$ cat src/rtl/bcd_chain_pkg.sv
// Shared constants and parameter-legality check for the modulo-RADIX chain counter.
// Latency: n/a (package only).
// Backpressure: n/a (package only).
package bcd_chain_pkg;

  localparam int DIGITS_DEF = 4;
  localparam int RADIX_DEF  = 10;
  localparam int DW_DEF     = 4;

  // True when the digit count, radix and digit width form a usable counter:
  // 1..8 digits, radix 2..16, and every digit value 0..RADIX-1 fits in DW bits.
  function automatic bit params_ok(int digits, int radix, int dw);
    return (digits >= 1) && (digits <= 8) &&
           (radix >= 2) && (radix <= 16) &&
           (dw >= 1) && (dw <= 30) &&
           (radix <= (1 << dw));
  endfunction

endpackage

$ cat src/rtl/radix_digit.sv
// One modulo-RADIX digit register of the chain counter.
// Latency: q updates one cycle after step/clear/load; is_term is combinational from q and up.
// Backpressure: none; a step is taken on every cycle it is asserted.
// Ports: clk, reset_n (async active-low); step/up/clear/load/ld_val control inputs;
//        q = digit value, is_term = digit sits at its terminal value for direction up.
module radix_digit
  import bcd_chain_pkg::*;
#(
  parameter int RADIX = RADIX_DEF,
  parameter int DW    = DW_DEF
) (
  input  logic          clk,
  input  logic          reset_n,
  input  logic          step,
  input  logic          up,
  input  logic          clear,
  input  logic          load,
  input  logic [DW-1:0] ld_val,
  output logic [DW-1:0] q,
  output logic          is_term
);

  localparam logic [DW-1:0] TOP = DW'(RADIX - 1);

  assign is_term = up ? (q == TOP) : (q == '0);

  always_ff @(posedge clk or negedge reset_n) begin
    if (!reset_n) begin
      q <= '0;
    end else if (clear) begin
      q <= '0;
    end else if (load) begin
      q <= ld_val;
    end else if (step) begin
      if (up) begin
        q <= (q == TOP) ? '0 : q + DW'(1);
      end else begin
        q <= (q == '0) ? TOP : q - DW'(1);
      end
    end
  end

endmodule

$ cat src/rtl/bcd_chain_counter.sv
// Multi-digit modulo-RADIX up/down counter with clear, saturating load, carry out and sticky wrap flag.
// Latency: count/wrapped/load_err are registered (1 cycle); carry is combinational.
// Backpressure: none; steps once per cycle with en=1, cascade by wiring carry to the next en.
// Ports: clk, reset_n (async active-low); en, up, clear, load, load_val (digit i at [i*DW +: DW]);
//        count (same packing), carry, wrapped (sticky), load_err (one-cycle pulse).
module bcd_chain_counter
  import bcd_chain_pkg::*;
#(
  parameter int DIGITS = DIGITS_DEF,
  parameter int RADIX  = RADIX_DEF,
  parameter int DW     = DW_DEF
) (
  input  logic                 clk,
  input  logic                 reset_n,
  input  logic                 en,
  input  logic                 up,
  input  logic                 clear,
  input  logic                 load,
  input  logic [DIGITS*DW-1:0] load_val,
  output logic [DIGITS*DW-1:0] count,
  output logic                 carry,
  output logic                 wrapped,
  output logic                 load_err
);

  if (!params_ok(DIGITS, RADIX, DW)) begin : g_param_check
    $error("bcd_chain_counter: illegal DIGITS/RADIX/DW combination");
  end

  localparam logic [DW-1:0] TOP = DW'(RADIX - 1);

  logic [DIGITS-1:0]    is_term;
  logic [DIGITS-1:0]    step;
  logic [DIGITS-1:0]    bad_digit;
  logic [DIGITS:0]      all_below;  // all_below[i]: digits 0..i-1 are terminal
  logic [DIGITS*DW-1:0] ld_sat;
  logic                 advance;

  assign advance = en & ~clear & ~load;

  // Prefix AND over the terminal flags; every digit's enable is formed
  // directly from the flags below it rather than rippling through registers.
  always_comb begin
    all_below[0] = 1'b1;
    for (int i = 0; i < DIGITS; i++) begin
      all_below[i+1] = all_below[i] & is_term[i];
    end
  end

  // The full chain wraps exactly when a step is taken with every digit terminal.
  assign carry = advance & all_below[DIGITS];

  for (genvar g = 0; g < DIGITS; g++) begin : g_digit
    // Illegal load digits saturate to RADIX-1 so count never shows a value >= RADIX.
    assign bad_digit[g]         = int'(load_val[g*DW +: DW]) >= RADIX;
    assign ld_sat[g*DW +: DW]   = bad_digit[g] ? TOP : load_val[g*DW +: DW];
    assign step[g]              = advance & all_below[g];

    radix_digit #(
      .RADIX(RADIX),
      .DW   (DW)
    ) u_digit (
      .clk    (clk),
      .reset_n(reset_n),
      .step   (step[g]),
      .up     (up),
      .clear  (clear),
      .load   (load),
      .ld_val (ld_sat[g*DW +: DW]),
      .q      (count[g*DW +: DW]),
      .is_term(is_term[g])
    );
  end

  always_ff @(posedge clk or negedge reset_n) begin
    if (!reset_n) begin
      wrapped  <= 1'b0;
      load_err <= 1'b0;
    end else if (clear) begin
      wrapped  <= 1'b0;
      load_err <= 1'b0;
    end else if (load) begin
      load_err <= |bad_digit;  // wrapped deliberately untouched by a load
    end else begin
      load_err <= 1'b0;
      if (carry) begin
        wrapped <= 1'b1;
      end
    end
  end

endmodule

$ cat config.mk
export PLATFORM = sky130hd
export DESIGN_NAME = bcd_chain_counter
export DESIGN_NICKNAME = d
export VERILOG_FILES = /design/src/rtl/bcd_chain_pkg.sv /design/src/rtl/radix_digit.sv /design/src/rtl/bcd_chain_counter.sv
export SDC_FILE = /design/constraint.sdc
export NUM_CORES = 1
export LEC_CHECK = 0
export ABC_AREA = 1
export BUFFER_PORTS_ARGS = -buffer_cell sky130_fd_sc_hd__clkbuf_2
export CAP_MARGIN = 20
export CORE_MARGIN = 2
export CORE_UTILIZATION = 47
export DETAILED_ROUTE_END_ITERATION = 8
export PLACE_DENSITY = 0.78
export SLEW_MARGIN = 5
export SYNTH_ARGS = -nofsm -noshare
export SYNTH_HDL_FRONTEND = slang
export SYNTH_SLANG_ARGS = --single-unit
$ cat constraint.sdc
create_clock -name clk -period 1.35 [get_ports clk]
set_input_delay 0.27 -clock clk [delete_from_list [all_inputs] [get_ports clk]]
set_output_delay 0.27 -clock clk [all_outputs]
set_load 0.05 [all_outputs]
* Word level (Yosys, flattened, before mapping)
Index checks and enable logic that the tools add are counted.
** Word-level totals
- Register bits :: 18
- Bits of input ports :: 22
- Output and inout bits :: 19
- Logic and storage cells :: 82
** Cells by class
- Add/sub/neg operators :: 8
- Order comparisons :: 4
- Equality and inequality tests :: 5
- Muxes and demuxes :: 37
- Bitwise operators :: 11
- Reduce and logical (&&, ||, !) cells :: 11
** Operators by type and width (number)
- $mux 4 :: 28
- $add 4x1->4 const B :: 4
- $eq 4x4->1 const B :: 4
- $ge 4x4->1 const B :: 4
- $logic_not 4->1 :: 4
- $sub 4x1->4 const B :: 4
- $reduce_bool 3->1 :: 4
- $and 1x1->1 :: 9
- $mux 1 :: 9
- $reduce_or 4->1 :: 1
- $ne 2x2->1 const B :: 1
- $not 1->1 :: 2
- $reduce_and 2->1 :: 1
- $reduce_bool 2->1 :: 1

* Longest topological paths before layout
- Depth in word-level cells :: 9
- Gate-level depth with buffers :: 10
- Mapped depth without buffers :: 10

* Hierarchy
A second synthesis with hierarchy kept.
** Second synthesis, totals
- Cell total of the unflattened synthesis :: 339
- Area, all modules :: 2024.4 um^2
** Modules (own cells, without submodules)
- radix_digit :: times used 4, cells each 71, area an instance 435.4 um^2, sequential area each 100.1 um^2
- bcd_chain_counter :: times used 1, cells each 55, area an instance 282.8 um^2, sequential area each 50.0 um^2

* Worst setup path before layout
No wires, ideal clock.
- Path type :: reg-to-output
- Start point :: reg g_digit[1].u_digit.q[0]
- End point :: out carry
- Data arrival time :: 2117 ps
- Data required time :: 1080 ps
- Setup slack :: -1037 ps
- Cell stages (with the launch flop) :: 8
- Path buffers :: 0
- Path through :: dfrtp_1 -> ha_1 -> nand3_2 -> nand2_1 -> nand3_4 -> nor2_8 -> nand2_4 -> nor2_1
** Between the ends
- Longest elaborated chain between the ends :: 6
- Elaborated cells on any way between the ends :: 7
- Those cells by class :: eq/ne (1); mux (1); bitwise (4); reduce/logical (1)
** RTL lines
- start, declared :: RTL line radix_digit.sv:19 : output logic [DW-1:0] q,
- start signal, assigned :: RTL line radix_digit.sv:33 : q <= ld_val;
- start signal, assigned :: RTL line radix_digit.sv:36 : q <= (q == TOP) ? '0 : q + DW'(1);
- start signal, assigned :: RTL line radix_digit.sv:38 : q <= (q == '0) ? TOP : q - DW'(1);
- $eq 4x4->1 or $logic_not 4->1 (tied branches) :: RTL line radix_digit.sv:25 : assign is_term = up ? (q == TOP) : (q == '0);
- $mux 1 (*) :: RTL line radix_digit.sv:25
- $and 1x1->1 (*) (3 in series) :: RTL line bcd_chain_counter.sv:46 : all_below[i+1] = all_below[i] & is_term[i];
- $and 1x1->1 (*) :: RTL line bcd_chain_counter.sv:51 : assign carry = advance & all_below[DIGITS];
- end, declared :: RTL line bcd_chain_counter.sv:21 : output logic carry,
Every way passes the cells marked *; elsewhere a longest branch is shown, timed or not.

* Final worst setup path
Same ends and word-level chain as after synthesis.

==> out/summary.txt <==
number of warning messages in the yosys log: 0
core area: 3610 sq um
worst hold slack: 326 ps
dpl cell area: 2470 sq um
pin slew with the least headroom to its limit: 520 ps
vias in the first global route: 2061
count of vias placed by the detailed router: 2162
Min Clock Period, post-route: 1890 ps
largest net degree at the start of global routing: 19
Worst Reg2Reg Path Length in Cells: 11
endpoint of the worst hold path: g_digit[3].u_digit.q[3]
DRC marker count from the first detailed-route iteration: 108
worst-path cell chain: inv_2 > ha_4 > nand2_2 > nand2_2 > nand3_4 > nor2_8 > nand2_4 > nor2_4 > buf_8
Critical Path Fanout Max: 3
clock tree from TritonCTS: yes
overflow left after global routing: 0
post-synthesis instance area: 1740 sq um
crit path capture type: output port
worst IR drop on VDD: 537 uV
number of hold violations in the final report: 0
all-layer global routing usage: 0.265
clock latency on the worst-skew pair: 260 ps
Worst setup SP type: flop
power consumption: 2300 uW
Die Width: 64.8 microns
origin of the critical flop-to-flop path: g_digit[1].u_digit.q[0]
worst path setup slack after routing: -540 ps
initial antenna violation count: 0
total number of H-tree levels: 1
Pre-Repair DR Iteration Count: 5
number of primary I/O pins: 41
r2r endpoint: g_digit[1].u_digit.q[1]
Final Net Count: 414
Critical Path Source: g_digit[1].u_digit.q[0]
area share of the leading cell type in the synthesized netlist: 0.259
fraction of final layout cells sized beyond drive strength 1: 0.438
maximum clock frequency: 529 MHz
Min-Delay Path Depth: 5
number of input and output port buffers inserted: 40
signal arrival time at the worst endpoint: 1620 ps
fill count: 278
number of cells produced by synthesis: 279
area taken by multi-input logic gates: 1240 sq um
Most common cell on crit path: sky130_fd_sc_hd__nand2_2
syn nets: 308
failing checks: negative setup slack
wire length of the first global-routing pass: 8740 microns
utilization of the core after routing: 0.752
Power Dens Cells: 847 nW/um^2
effective utilization at floorplan: 0.482
placement row count: 22
Detail Route Antenna Nets: 0
headroom to the max-slew limit: 0.654
count of distinct cell types in the synthesized netlist: 26
post-synthesis sequential area ratio: 0.259
reported max-cap violation count: 0
cell area after layout: 2710 sq um
HP Class: in -> reg
WS Path Type: reg -> out
DIE HEIGHT: 64.8 microns
Routed Wire Length: 5380 microns
antenna diode instance count: 0
cell accounting for the most synthesized area: sky130_fd_sc_hd__dfrtp_1
leading cell types by total area after synthesis: sky130_fd_sc_hd__dfrtp_1 (26%), sky130_fd_sc_hd__nand2_1 (18%), sky130_fd_sc_hd__nand3_1 (11%), sky130_fd_sc_hd__nor2_1 (7.1%), sky130_fd_sc_hd__inv_1 (6.9%)
Setup violations, final: 14
Leakage: 0.00150 uW
routed vias/inst: 5.00
setup repair after global routing missed its margin: yes
FF/Latch Area: 464 sq um
area enclosed by the die boundary: 4200 sq um
clock edge transition at the registers on the reported setup and hold paths: 70 ps
Max Transition Viols Final: 0
post-DR wirelength/cell: 12.5 microns
number of buffers added by the clock tree synthesis step: 3
status: complete, but fails checks
Min-Delay Startpoint: load_val[15]
maximum single-stage delay on the critical path: 450 ps
Final Cycle Share: 1.40
routability congestion estimate: 0.867
number of design rule violations left after detail routing: 0
flip-flop and latch count after synthesis: 18
skew final: 2.00 ps
dpl ws: -348 ps
Req. time, crit path: 1080 ps
worst-case clock buffer depth: 2
HPWL reported at the end of detailed placement: 3970 microns
cell type of the slowest stage on the worst timing path: sky130_fd_sc_hd__dfrtp_2
clock root buffer: sky130_fd_sc_hd__clkbuf_8
area grow syn2layout: 56.2%
clock sink count: 18
mean cell area of the mapped netlist: 6.22 sq um
register-to-register path setup slack: -170 ps
## layout make-up
class | instances | area share
multi-input combinational | 217 | 0.456
timing repair buffer | 107 | 0.281
sequential | 18 | 0.171
inverter | 38 | 0.0535
tap | 48 | 0.0221
clock buffer | 4 | 0.0166
## state kept, by name, summed over array words and instances (netlist names)
signal             cells
load_err               1
g_digit.u_digit.q     16
wrapped                1
## through the flow
stage / instances / setup TNS (ps)
global route: 432 / -3120
CTS: 429 / -1870
global placement: 422 / -910
detailed placement: 422 / -1330
floorplan: 279 / -1850
finish: 432 / -2170
## kinds of logic after synthesis
group,after synthesis,synth area share
buffers and inverters,44,0.106
adder cells (fa/ha/maj),7,0.0504
XOR/XNOR,3,0.0151
AO/OA/AOI/OAI,33,0.0994
flip-flops,18,0.259
AND/OR/NAND/NOR,174,0.470
## per-layer routing
| layer | wire length [microns] | track usage |
|---|---|---|
| met4 | 119 | 0.0851 |
| met2 | 2700 | 0.478 |
| met5 | 0 | 0 |
| met1 | 2350 | 0.329 |
| met3 | 212 | 0.0278 |
## critical path, delay by kind of cell, from the launching register on
kind                       cells  cell delay [ps]
and+or+nand+nor                6              520
buffers and inverters          2              250
adders and majority gates      1              140
DFF                            1              450
## cells in the final DEF, fill, tap and decap left out, types with 2 or more instances in the layout
cell type / synthesis / final
sky130_fd_sc_hd__nand2_1: 81 / 76
sky130_fd_sc_hd__buf_2: 3 / 6
sky130_fd_sc_hd__nand3_1: 38 / 35
sky130_fd_sc_hd__nand2_2: 4 / 7
sky130_fd_sc_hd__clkbuf_8: 0 / 3
sky130_fd_sc_hd__ha_4: 0 / 3
sky130_fd_sc_hd__buf_4: 2 / 66
sky130_fd_sc_hd__xor2_1: 3 / 3
sky130_fd_sc_hd__buf_8: 0 / 3
sky130_fd_sc_hd__inv_1: 32 / 27
sky130_fd_sc_hd__clkbuf_4: 0 / 3
sky130_fd_sc_hd__dfrtp_2: 0 / 11
sky130_fd_sc_hd__buf_6: 1 / 3
sky130_fd_sc_hd__dfrtp_1: 18 / 7
sky130_fd_sc_hd__nand3_4: 1 / 3
sky130_fd_sc_hd__inv_2: 6 / 10
sky130_fd_sc_hd__nor2_2: 5 / 5
sky130_fd_sc_hd__o21ai_1: 2 / 5
sky130_fd_sc_hd__nor2_4: 1 / 4
sky130_fd_sc_hd__clkbuf_2: 0 / 25
sky130_fd_sc_hd__nand4_1: 3 / 3
sky130_fd_sc_hd__o21ai_2: 1 / 3
sky130_fd_sc_hd__ha_1: 7 / 3
sky130_fd_sc_hd__nand2_4: 5 / 7
sky130_fd_sc_hd__o21ai_0: 15 / 9
sky130_fd_sc_hd__nand3_2: 1 / 2
sky130_fd_sc_hd__a21oi_1: 13 / 13
sky130_fd_sc_hd__nor2_1: 33 / 30
## power by group
| part | leakage, uW | switching [uW] | internal, uW |
|---|---|---|---|
| logic | 0.00126 | 723 | 509 |
| registers | 0.000220 | 61.9 | 598 |
| clock network | 0.0000228 | 196 | 210 |
| total | 0.00150 | 981 | 1320 |
## cells in the mapped netlist
cell	n
sky130_fd_sc_hd__nand3_2	1
sky130_fd_sc_hd__o21ai_0	15
sky130_fd_sc_hd__xor2_1	3
sky130_fd_sc_hd__buf_2	3
sky130_fd_sc_hd__o21ai_2	1
sky130_fd_sc_hd__inv_2	6
sky130_fd_sc_hd__buf_4	2
sky130_fd_sc_hd__nor2_2	5
sky130_fd_sc_hd__dfrtp_1	18
sky130_fd_sc_hd__a21oi_1	13
sky130_fd_sc_hd__inv_1	32
sky130_fd_sc_hd__nand2_1	81
sky130_fd_sc_hd__o211ai_1	1
sky130_fd_sc_hd__nor2_1	33
sky130_fd_sc_hd__a31oi_1	1
sky130_fd_sc_hd__nor2_8	1
sky130_fd_sc_hd__nand3_1	38
sky130_fd_sc_hd__nand3_4	1
sky130_fd_sc_hd__nor3b_1	1
sky130_fd_sc_hd__ha_1	7
sky130_fd_sc_hd__nand2_4	5
sky130_fd_sc_hd__nand4_1	3
sky130_fd_sc_hd__o21ai_1	2
sky130_fd_sc_hd__nand2_2	4
sky130_fd_sc_hd__buf_6	1
sky130_fd_sc_hd__nor2_4	1
## how the worst max path moves through the flow
stage	endpoint	cells after the start
finish	carry	9
global route	carry	9
CTS	carry	9
global placement	carry	9
floorplan	carry	8
detailed placement	carry	9
## repair_timing
| item | in CTS | in global routing |
|---|---|---|
| pin swaps | 6 | 7 |
| hold buffers | 1 | 0 |
| endpoints found under the hold margin | 18 | 0 |
| gates resized for setup | 20 | 42 |
| setup endpoints to repair | 17 | 31 |
| setup buffers | 2 | 5 |
Power figures use the tool's default switching activity.
